### config.mk
export PLATFORM = sky130hd
export DESIGN_NAME = dac_spi_frame_receiver_flat
export DESIGN_NICKNAME = d
export VERILOG_FILES = /design/src/rtl/dac_spi_frame_receiver_pkg.sv /design/src/rtl/dac_spi_frame_receiver_if.sv /design/src/rtl/dac_spi_frame_receiver_sync_edge_det.sv /design/src/rtl/dac_spi_frame_receiver.sv /design/src/flat_wrapper.sv
export SDC_FILE = /design/constraint.sdc
export NUM_CORES = 1
export LEC_CHECK = 0
export CORE_ASPECT_RATIO = 1.4
export CORE_MARGIN = 5
export CORE_UTILIZATION = 45
export DETAILED_ROUTE_END_ITERATION = 7
export DONT_BUFFER_PORTS = 1
export PLACE_DENSITY = 0.57
export SLEW_MARGIN = 10
export SYNTH_ARGS = -nofsm -noshare
export SYNTH_HDL_FRONTEND = slang
export SYNTH_SLANG_ARGS = --single-unit
### constraint.sdc
create_clock -name dataclk -period 4.88 [get_ports dataclk]
set_input_delay 0.976 -clock dataclk [delete_from_list [all_inputs] [get_ports dataclk]]
set_output_delay 0.976 -clock dataclk [all_outputs]
set_load 0.005 [all_outputs]
### src/rtl/dac_spi_frame_receiver_pkg.sv
// Shared types and constants for the DAC serial-link frame receiver.
// Frame layout: ctrl[7:0] then data[15:0], MSB first.
// The DAC select field sits at frame[18:17], which is ctrl[2:1].
package dac_rx_pkg;

    localparam int unsigned FRAME_BITS_DEF  = 24;
    localparam int unsigned DATA_W_DEF      = 16;
    localparam int unsigned SYNC_STAGES_DEF = 2;
    localparam int unsigned CTRL_W          = 8;
    localparam int unsigned CHAN_W          = 2;
    localparam int unsigned NUM_CHAN        = 4;
    localparam int unsigned CTRL_LSB        = 16;
    localparam int unsigned CHAN_LSB        = 17;
    localparam int unsigned CHAN_MSB        = 18;
    localparam int unsigned COUNT_W         = 16;

    typedef enum logic [1:0] {
        WAIT_HIGH = 2'd0,
        IDLE      = 2'd1,
        SHIFT     = 2'd2,
        DONE      = 2'd3
    } rx_state_e;

    // Decoded view of one default-size frame.
    typedef struct packed {
        logic [CTRL_W-1:0]     ctrl;
        logic [DATA_W_DEF-1:0] data;
    } rx_frame_t;

    // Pull the DAC select field out of a control byte.
    function automatic logic [CHAN_W-1:0] chan_of(input logic [CTRL_W-1:0] ctrl);
        return ctrl[CHAN_MSB-CTRL_LSB -: CHAN_W];
    endfunction

endpackage

### src/rtl/dac_spi_frame_receiver_if.sv
// Serial link pins plus decoded-frame outputs of the DAC frame receiver.
// master: drives the link and observes the results (bench / loopback source).
// slave : the receiver itself.
// Optional macro DAC_RX_CHAN_REGS_EN adds chan_regs[63:0] (4 x 16-bit holding regs).
interface dac_spi_frame_receiver_if #(
    parameter int unsigned DATA_W = 16
);
    logic              spi_sync;
    logic              spi_sclk;
    logic              spi_din;
    logic [DATA_W-1:0] rx_word;
    logic [7:0]        rx_ctrl;
    logic [1:0]        rx_chan;
    logic              rx_valid;
    logic              rx_frame_err;
    logic [15:0]       rx_frame_count;
    logic              busy;
`ifdef DAC_RX_CHAN_REGS_EN
    logic [4*DATA_W-1:0] chan_regs;

    modport master (
        output spi_sync, spi_sclk, spi_din,
        input  rx_word, rx_ctrl, rx_chan, rx_valid, rx_frame_err,
               rx_frame_count, busy, chan_regs
    );
    modport slave (
        input  spi_sync, spi_sclk, spi_din,
        output rx_word, rx_ctrl, rx_chan, rx_valid, rx_frame_err,
               rx_frame_count, busy, chan_regs
    );
`else
    modport master (
        output spi_sync, spi_sclk, spi_din,
        input  rx_word, rx_ctrl, rx_chan, rx_valid, rx_frame_err,
               rx_frame_count, busy
    );
    modport slave (
        input  spi_sync, spi_sclk, spi_din,
        output rx_word, rx_ctrl, rx_chan, rx_valid, rx_frame_err,
               rx_frame_count, busy
    );
`endif
endinterface

### src/rtl/dac_spi_frame_receiver_sync_edge_det.sv
// Synchronizer chain plus one "prev" flop for a single asynchronous input.
// Ports: dataclk, reset (sync, active-high), din (async pin),
//        level (synchronized value), rise / fall (one-cycle edge strobes).
module sync_edge_det #(
    parameter int unsigned STAGES    = 2,
    parameter logic        RESET_VAL = 1'b0
) (
    input  logic dataclk,
    input  logic reset,
    input  logic din,
    output logic level,
    output logic rise,
    output logic fall
);
    logic [STAGES-1:0] chain;
    logic              prev;

    // Metastability chain, then a delayed copy for edge detection.
    always_ff @(posedge dataclk) begin
        if (reset) begin
            chain <= {STAGES{RESET_VAL}};
            prev  <= RESET_VAL;
        end else begin
            chain <= {chain[STAGES-2:0], din};
            prev  <= chain[STAGES-1];
        end
    end

    assign level = chain[STAGES-1];
    assign rise  = level & ~prev;
    assign fall  = ~level & prev;

endmodule

### src/rtl/dac_spi_frame_receiver.sv
// Receive-side monitor for the 3-wire DAC link (SYNC/SCLK/DIN). Oversamples
// the link on dataclk, deserializes FRAME_BITS-bit frames sampled on SCLK
// falling edges, reports good frames and flags frames cut short by SYNC.
// Ports: dataclk, reset (sync, active-high), bus (slave modport: spi_* in;
//        rx_word/rx_ctrl/rx_chan/rx_valid/rx_frame_err/rx_frame_count/busy out).
// Optional macro DAC_RX_CHAN_REGS_EN: per-channel holding registers on bus.chan_regs.
module dac_spi_frame_receiver
    import dac_rx_pkg::*;
#(
    parameter int unsigned FRAME_BITS  = FRAME_BITS_DEF,
    parameter int unsigned DATA_W      = DATA_W_DEF,
    parameter int unsigned SYNC_STAGES = SYNC_STAGES_DEF
) (
    input logic                    dataclk,
    input logic                    reset,
    dac_spi_frame_receiver_if.slave bus
);
    localparam int unsigned CNT_W    = $clog2(FRAME_BITS + 1);
    localparam int unsigned SETTLE_W = $clog2(SYNC_STAGES + 1);

    logic sync_lvl, sync_rise, sync_fall;
    logic sclk_lvl, sclk_rise, sclk_fall;
    logic din_lvl, din_rise, din_fall;
    logic unused_edges;

    rx_state_e             state;
    logic [CNT_W-1:0]      bit_cnt;
    logic [FRAME_BITS-1:0] shreg;
    logic [FRAME_BITS-1:0] shift_next;
    logic [SETTLE_W-1:0]   settle_cnt;
    logic                  settle_done;
    logic [CTRL_W-1:0]     new_ctrl;
    logic [CHAN_W-1:0]     new_chan;
    logic [DATA_W-1:0]     new_word;

    sync_edge_det #(.STAGES(SYNC_STAGES), .RESET_VAL(1'b1)) u_sync (
        .dataclk(dataclk), .reset(reset), .din(bus.spi_sync),
        .level(sync_lvl), .rise(sync_rise), .fall(sync_fall)
    );
    sync_edge_det #(.STAGES(SYNC_STAGES), .RESET_VAL(1'b1)) u_sclk (
        .dataclk(dataclk), .reset(reset), .din(bus.spi_sclk),
        .level(sclk_lvl), .rise(sclk_rise), .fall(sclk_fall)
    );
    sync_edge_det #(.STAGES(SYNC_STAGES), .RESET_VAL(1'b0)) u_din (
        .dataclk(dataclk), .reset(reset), .din(bus.spi_din),
        .level(din_lvl), .rise(din_rise), .fall(din_fall)
    );

    assign unused_edges = ^{sclk_lvl, sclk_rise, din_rise, din_fall};

    // Shift value including the bit being captured this cycle.
    assign shift_next = {shreg[FRAME_BITS-2:0], din_lvl};
    assign new_ctrl   = shift_next[CTRL_LSB +: CTRL_W];
    assign new_chan   = chan_of(new_ctrl);
    assign new_word   = shift_next[DATA_W-1:0];

    // The synchronizer holds its reset value for SYNC_STAGES cycles; WAIT_HIGH
    // must not trust that value, or a frame in flight across reset would be
    // picked up mid-way and reported as an error.
    assign settle_done = (settle_cnt == SETTLE_W'(SYNC_STAGES));

    // Frame FSM with registered outputs.
    always_ff @(posedge dataclk) begin
        if (reset) begin
            state              <= WAIT_HIGH;
            bit_cnt            <= '0;
            shreg              <= '0;
            settle_cnt         <= '0;
            bus.rx_word        <= '0;
            bus.rx_ctrl        <= '0;
            bus.rx_chan        <= '0;
            bus.rx_valid       <= 1'b0;
            bus.rx_frame_err   <= 1'b0;
            bus.rx_frame_count <= '0;
            bus.busy           <= 1'b0;
`ifdef DAC_RX_CHAN_REGS_EN
            bus.chan_regs      <= '0;
`endif
        end else begin
            bus.rx_valid     <= 1'b0;
            bus.rx_frame_err <= 1'b0;
            if (!settle_done) begin
                settle_cnt <= settle_cnt + SETTLE_W'(1);
            end

            case (state)
                WAIT_HIGH: begin
                    if (settle_done && sync_lvl) begin
                        state <= IDLE;
                    end
                end
                IDLE: begin
                    if (sync_fall) begin
                        state    <= SHIFT;
                        bus.busy <= 1'b1;
                        if (sclk_fall) begin
                            shreg   <= shift_next;
                            bit_cnt <= CNT_W'(1);
                        end else begin
                            bit_cnt <= '0;
                        end
                    end
                end
                SHIFT: begin
                    // SYNC rise wins over a coincident SCLK fall.
                    if (sync_rise) begin
                        bus.rx_frame_err <= 1'b1;
                        bus.busy         <= 1'b0;
                        state            <= IDLE;
                    end else if (sclk_fall && !sync_lvl) begin
                        shreg <= shift_next;
                        if (bit_cnt == CNT_W'(FRAME_BITS - 1)) begin
                            bus.rx_ctrl        <= new_ctrl;
                            bus.rx_chan        <= new_chan;
                            bus.rx_word        <= new_word;
                            bus.rx_valid       <= 1'b1;
                            bus.rx_frame_count <= bus.rx_frame_count + 16'd1;
                            bus.busy           <= 1'b0;
                            state              <= DONE;
`ifdef DAC_RX_CHAN_REGS_EN
                            for (int i = 0; i < NUM_CHAN; i++) begin
                                if (new_chan == CHAN_W'(i)) begin
                                    bus.chan_regs[i*DATA_W +: DATA_W] <= new_word;
                                end
                            end
`endif
                        end else begin
                            bit_cnt <= bit_cnt + CNT_W'(1);
                        end
                    end
                end
                DONE: begin
                    // Surplus SCLK edges are ignored until the frame closes.
                    if (sync_rise) begin
                        state <= IDLE;
                    end
                end
                default: state <= WAIT_HIGH;
            endcase
        end
    end

endmodule

### src/flat_wrapper.sv
// flat-port wrapper written by rule: the top's interface ports become plain ports
module dac_spi_frame_receiver_flat import dac_rx_pkg::*;
#(
    parameter int unsigned FRAME_BITS  = FRAME_BITS_DEF,
    parameter int unsigned DATA_W      = DATA_W_DEF,
    parameter int unsigned SYNC_STAGES = SYNC_STAGES_DEF
)
  (dataclk, reset, bus_spi_sync, bus_spi_sclk, bus_spi_din, bus_rx_word, bus_rx_ctrl, bus_rx_chan, bus_rx_valid, bus_rx_frame_err, bus_rx_frame_count, bus_busy);
  dac_spi_frame_receiver_if #(.DATA_W(DATA_W)) bus_i ();
  input logic dataclk;
  input logic reset;
  input wire logic [$bits(bus_i.spi_sync)-1:0] bus_spi_sync;
  input wire logic [$bits(bus_i.spi_sclk)-1:0] bus_spi_sclk;
  input wire logic [$bits(bus_i.spi_din)-1:0] bus_spi_din;
  output wire logic [$bits(bus_i.rx_word)-1:0] bus_rx_word;
  output wire logic [$bits(bus_i.rx_ctrl)-1:0] bus_rx_ctrl;
  output wire logic [$bits(bus_i.rx_chan)-1:0] bus_rx_chan;
  output wire logic [$bits(bus_i.rx_valid)-1:0] bus_rx_valid;
  output wire logic [$bits(bus_i.rx_frame_err)-1:0] bus_rx_frame_err;
  output wire logic [$bits(bus_i.rx_frame_count)-1:0] bus_rx_frame_count;
  output wire logic [$bits(bus_i.busy)-1:0] bus_busy;
  assign bus_i.spi_sync = bus_spi_sync;
  assign bus_i.spi_sclk = bus_spi_sclk;
  assign bus_i.spi_din = bus_spi_din;
  assign bus_rx_word = bus_i.rx_word;
  assign bus_rx_ctrl = bus_i.rx_ctrl;
  assign bus_rx_chan = bus_i.rx_chan;
  assign bus_rx_valid = bus_i.rx_valid;
  assign bus_rx_frame_err = bus_i.rx_frame_err;
  assign bus_rx_frame_count = bus_i.rx_frame_count;
  assign bus_busy = bus_i.busy;
  dac_spi_frame_receiver #(.FRAME_BITS(FRAME_BITS), .DATA_W(DATA_W), .SYNC_STAGES(SYNC_STAGES)) u_core (.dataclk(dataclk), .reset(reset), .bus(bus_i));
endmodule
* Yosys cells after proc, flatten, opt, wreduce, memory -nomap -nowiden
Index checks and enable logic that the tools add are counted.
** Word-level totals
- Logic and storage cells :: 79
- Output and inout bits :: 45
- Input port bits :: 5
- Bits in registers :: 85
** Operators by class
- Bitwise logic cells :: 9
- Reduce and logical (&&, ||, !) cells :: 12
- Multiplexer cells :: 25
- Equal/unequal tests :: 14
- Add/sub/neg operators :: 3
** Operators with widths (number)
- 23-bit two-way mux :: 4
- 23-bit case mux with 2 select lines :: 1
- 5-bit two-way mux :: 4
- 16-bit by 1-bit adder with 16-bit output, second input constant :: 1
- 5-bit AND reduction :: 3
- 2-bit two-way mux :: 6
- 2-bit by 1-bit != test with 1-bit output, second input constant :: 5
- 5-bit case mux with 2 select lines :: 1
- 2-bit case mux with 4 select lines :: 1
- 4-bit AND reduction :: 2
- 1-bit two-way mux :: 7
- 2-bit equality test, second input constant :: 3
- 3-bit by 1-bit != test with 1-bit output, second input constant :: 2
- 1-bit NOT :: 6
- 5-bit by 1-bit adder with 5-bit output, second input constant :: 1
- 5-bit equality test, second input constant :: 1
- 2-bit != test, second input constant :: 2
- 4-bit OR reduction :: 1
- 1-bit bitwise AND :: 3
- 2-bit by 1-bit adder with 2-bit output, second input constant :: 1
- 2-bit by 1-bit equality test with 1-bit output, second input constant :: 1
- 1-bit logical AND :: 2
- 2-bit logical NOT :: 1
- 1-bit case mux with 2 select lines :: 1
- other kinds (3) :: 3

* Depth between registers and ports, before layout
- Depth in word-level cells :: 6
- Mapped depth :: 8
- Mapped depth without buffers :: 6

* By module
Synthesis repeated with hierarchy kept, for this count alone.
** Second synthesis, totals
- Cells, all modules :: 399
- Area total of the unflattened synthesis :: 3387.0 sq um
** By module, submodules not included
- dac_spi_frame_receiver :: seq. area each 1501.4 sq um, instances 1, cells each 375, area an instance 3110.5 sq um
- sync_edge_det at u_core.u_sclk ... :: seq. area each 60.1 sq um, instances 2, cells each 8, area an instance 92.6 sq um
- sync_edge_det at u_core.u_din :: seq. area each 60.1 sq um, instances 1, cells each 8, area an instance 91.3 sq um

* Worst setup path after synthesis
OpenSTA, ideal clock, no wires.
- Path kind :: input to register
- From :: in reset
- To :: reg u_core.bit_cnt[4]
- Stages on the path :: 4
- Library setup time :: 0.058 ns
- Required time :: 4.822 ns
- Buffers on the path :: 0
- Setup slack :: 3.074 ns
- Data arrival time :: 1.748 ns
- Cell sequence :: nand2b_1 -> or4_1 -> nor2_1 -> a31o_1
** RTL lines
- from (decl) :: RTL line flat_wrapper.sv:11 : input logic reset;
- to (signal assigned) :: RTL line dac_spi_frame_receiver.sv:128 : bit_cnt <= bit_cnt + CNT_W'(1);
- to (decl) :: RTL line dac_spi_frame_receiver.sv:27 : logic [CNT_W-1:0] bit_cnt;

* Final worst setup path
- From :: reg u_core.state[0]
- To :: reg u_core.bus.rx_frame_count[4] (netlist name)
** On the way
- Word-level cells in the longest chain between the ends :: 2
** Ends and longest elaborated chain
- from (decl) :: RTL line dac_spi_frame_receiver.sv:26 : rx_state_e state;
- from (signal assigned) :: RTL line dac_spi_frame_receiver.sv:65 : state <= WAIT_HIGH;
- from (signal assigned) :: RTL line dac_spi_frame_receiver.sv:89 : state <= IDLE;
- from (signal assigned) :: RTL line dac_spi_frame_receiver.sv:94 : state <= SHIFT;
- 2-bit equality test :: RTL line dac_spi_frame_receiver.sv:86 : case (state)
- 4-bit AND reduction (no line)
- to (signal assigned) :: RTL line dac_spi_frame_receiver.sv:117 : bus.rx_frame_count <= bus.rx_frame_count + 16'd1;
- to (decl) :: RTL line dac_spi_frame_receiver_if.sv:40 : rx_frame_count, busy
Every way passes these cells.
A chain may end at the register's enable or synchronous reset.

==> key figures <==
Clock tree
  • Post-cts sizing count: 0
  • CTS root buf: clkbuf_8
  • Bufs on Longest Clock Path: 2
  • Clock slew at reported path FFs: 0.09 ns
  • Post-CTS Setup Bufs: 0
  • CTS buffer count: 9
  • CTS tree: built
  • Clock tree sinks: 83
  • CTS Hold Bufs: 0
  • Clock latency on the worst-skew pair: 0.35 ns
  • H-Tree Depth: 3

Setup path
  • CP Max Fanout: 37
  • Setup crit end kind: flop
  • Crit-path leading delay family: simple AND/OR/NAND/NOR gates
  • Critical-path top delay cell: nand4_2
  • CP Data Required Time: 5.17 ns
  • Reg2reg setup slack: 1.98 ns
  • Max incr delay on CP: 0.88 ns
  • Depth of the worst register-to-register path: 5
  • Critical path buffers and inverters: 1
  • Worst r2r dst: u_core.bus.rx_frame_count[4]
  • Start of the worst register-to-register path: u_core.state[0]
  • Crit Path Category: flop to flop
  • Worst Path Arrival: 3.19 ns
  • CP cell instances: inv_1, ha_1, nand4_2, or4_1, a21oi_1
  • CP Launch Type: flop

Synthesis
  • Most instantiated cells after synthesis: 83 x dfxtp_1, 83 x nand2_1, 39 x a21oi_1, 24 x mux2i_1, 15 x clkbuf_1
  • Netlist cell types: 50
  • Async SR Flop Fraction: 0
  • Syn Nets: 388
  • Synth area leader: dfxtp_1
  • Synth top area cells: dfxtp_1 48%, nand2_1 9.1%, mux2i_1 7.0%, a21oi_1 5.7%, ha_1 2.9%
  • Syn_area_per_cell: 9.15 um2
  • Post-synth EDFFs: 0
  • Ys Warns: 0
  • Ys flop type: dfxtp_1
  • FF+latch count, synth: 83
  • Post-Syn Instances: 375
  • Top cell type's share of synthesized area: 0.484
  • Register area share after synthesis: 0.484
  • Synth Cell Area: 3430 um2

Timing
  • Setup violators final: 0
  • Headroom to the max-slew limit: 0.362
  • Min Tclk post-route: 2.90 ns
  • Fin crit share: 0.594
  • RSZ-0062 raised after global routing: false
  • Worst-margin pin slew: 0.954 ns
  • TNS Setup: 0 ns
  • Worst clock skew: 0.0112 ns
  • Setup WS post-layout: 1.98 ns
  • Max Fclk: 345 MHz
  • Slew Viols, Final: 0
  • Fin. Hold Viols: 0

Place
  • Dpl ws: 2.00 ns
  • Port Buffers: 0
  • GP Congestion: 0.774
  • DPL Wire Length: 4.64 mm

Cells and area
  • Share of layout cells above drive strength 1: 0.0786
  • Fin nets: 378
  • Final core utilization: 0.490
  • Layout area overhead: 5.76%
  • Diodes inserted: 0

Hold path
  • Hold Path Class: flop to flop
  • HP Start: u_core.u_sync.chain[0]
  • Hold Path Depth: 1
  • Hold endpoint: u_core.u_sync.chain[1]

Floorplan
  • CORE AREA: 7410 um2
  • Chip Height: 113 um
  • Starting Density: 0.463
  • Die width: 83.8 um
  • Top Ports: 50
  • DIE AREA: 9500 um2
  • Row count: 37

Detailed routing
  • Avg WL per Cell: 15.0 um
  • DR vias: 2548
  • Vias/cell: 5.47
  • WL final: 6.99 mm
  • First drt pass iteration count: 4
  • # DRC: 0
  • Final ANT Viol Nets: 0
  • DR iter-0 viols: 166

Global routing
  • First-pass GRT wire length: 11.9 mm
  • Vias in the first global route: 2523
  • Largest net degree at the start of global routing: 60
  • Initial antenna violation count: 0
  • All-layer global routing usage: 0.154
  • Gr ovfl total: 0

Power
  • Pwr Density: 368 nW/um2
  • Leakage: 0.00121 uW
  • Worst vdd ir: 185 uV

Job
  • # Max-Cap Violations: 0

Outcome
  • Status: finished clean
how the worst max path moves through the flow:
| stage | endpoint | startpoint | cells past startpoint |
|---|---|---|---|
| after global routing | u_core.bus.rx_frame_count[8] | u_core.state[0] | 5 |
| final | u_core.bus.rx_frame_count[4] | u_core.state[0] | 5 |
| after detailed placement | u_core.bus.rx_frame_count[8] | u_core.state[0] | 5 |
| after global placement | u_core.bus.rx_frame_count[5] | u_core.state[0] | 5 |
| after CTS | u_core.bus.rx_frame_count[8] | u_core.state[0] | 5 |
| after floorplan | u_core.bit_cnt[4] | reset | 4 |
placed cells by master (no fill, tap or decap), drive strengths merged, types with 9 or more instances in the layout:
master and instances:
or2 10, nand3 11, clkbuf 9, a21oi 39
nor2 10, inv 10, nand2 83, dfxtp 83
mux2i 24, or4 9
per-stage QoR:
step                hold slack [ns]  cell area (um2)  std cells  total power (uW)
global placement              0.387             3440        451               867
detailed placement            0.399             3440        451               870
global route                  0.440             3630        466              1400
finish                        0.415             3630        466              1340
CTS                           0.419             3630        466              1350
floorplan                     0.383             3430        375               861
where the power goes:
part,switching [uW],total (uW),internal (uW)
logic,78.1,144,66.3
registers,12.8,707,695
clock network,250,485,234
total,341,1340,995
routing by layer:
metal / global-route usage / up-vias / part of all wire / routed length, um
li1: - / 1297 / - / -
met1: 0.169 / 1189 / 0.42 / 2940
met2: 0.279 / 46 / 0.51 / 3600
met3: 0.0291 / 16 / 0.039 / 275
met4: 0.0773 / 0 / 0.024 / 169
met5: 0 / - / 0 / 0
state kept, by name, summed over array words and instances, names as in the netlist:
signal / flops
u_core.shreg: 23
u_core.bus.rx_frame_count: 16
u_core.bus.rx_word: 16
u_core.bus.rx_ctrl: 7
u_core.bit_cnt: 5
u_core.settle_cnt: 2
u_core.state: 2
u_core.u_din.chain: 2
u_core.u_sclk.chain: 2
u_core.u_sync.chain: 2
u_core.bus.busy: 1
u_core.bus.rx_chan: 1
u_core.bus.rx_frame_err: 1
u_core.bus.rx_valid: 1
u_core.u_sclk.prev: 1
u_core.u_sync.prev: 1
final cells by class:
class,instances,area (um2)
fillers,747,3780
well taps,97,121
inverters,9,33.8
clock inverters,6,65.1
multi-input cells,260,1610
flip-flops and latches,83,1660
clock buffers,9,124
repair buffers,2,15.0
worst reg2reg max path, cell delays in order (launching register included):
cell	delay, ns
dfxtp_1	0.35
inv_1	0.11
ha_1	0.56
nand4_2	0.89
or4_1	0.78
a21oi_1	0.15
cell families after synthesis:
| logic type | synth area share |
|---|---|
| simple gates | 0.223 |
| buf+inv | 0.0470 |
| xor+xnor | 0.00510 |
| flops | 0.484 |
| compound gates | 0.139 |
| fa+ha+maj | 0.0292 |
| mux | 0.0733 |
Note: power is estimated with default switching activity, not from simulation.
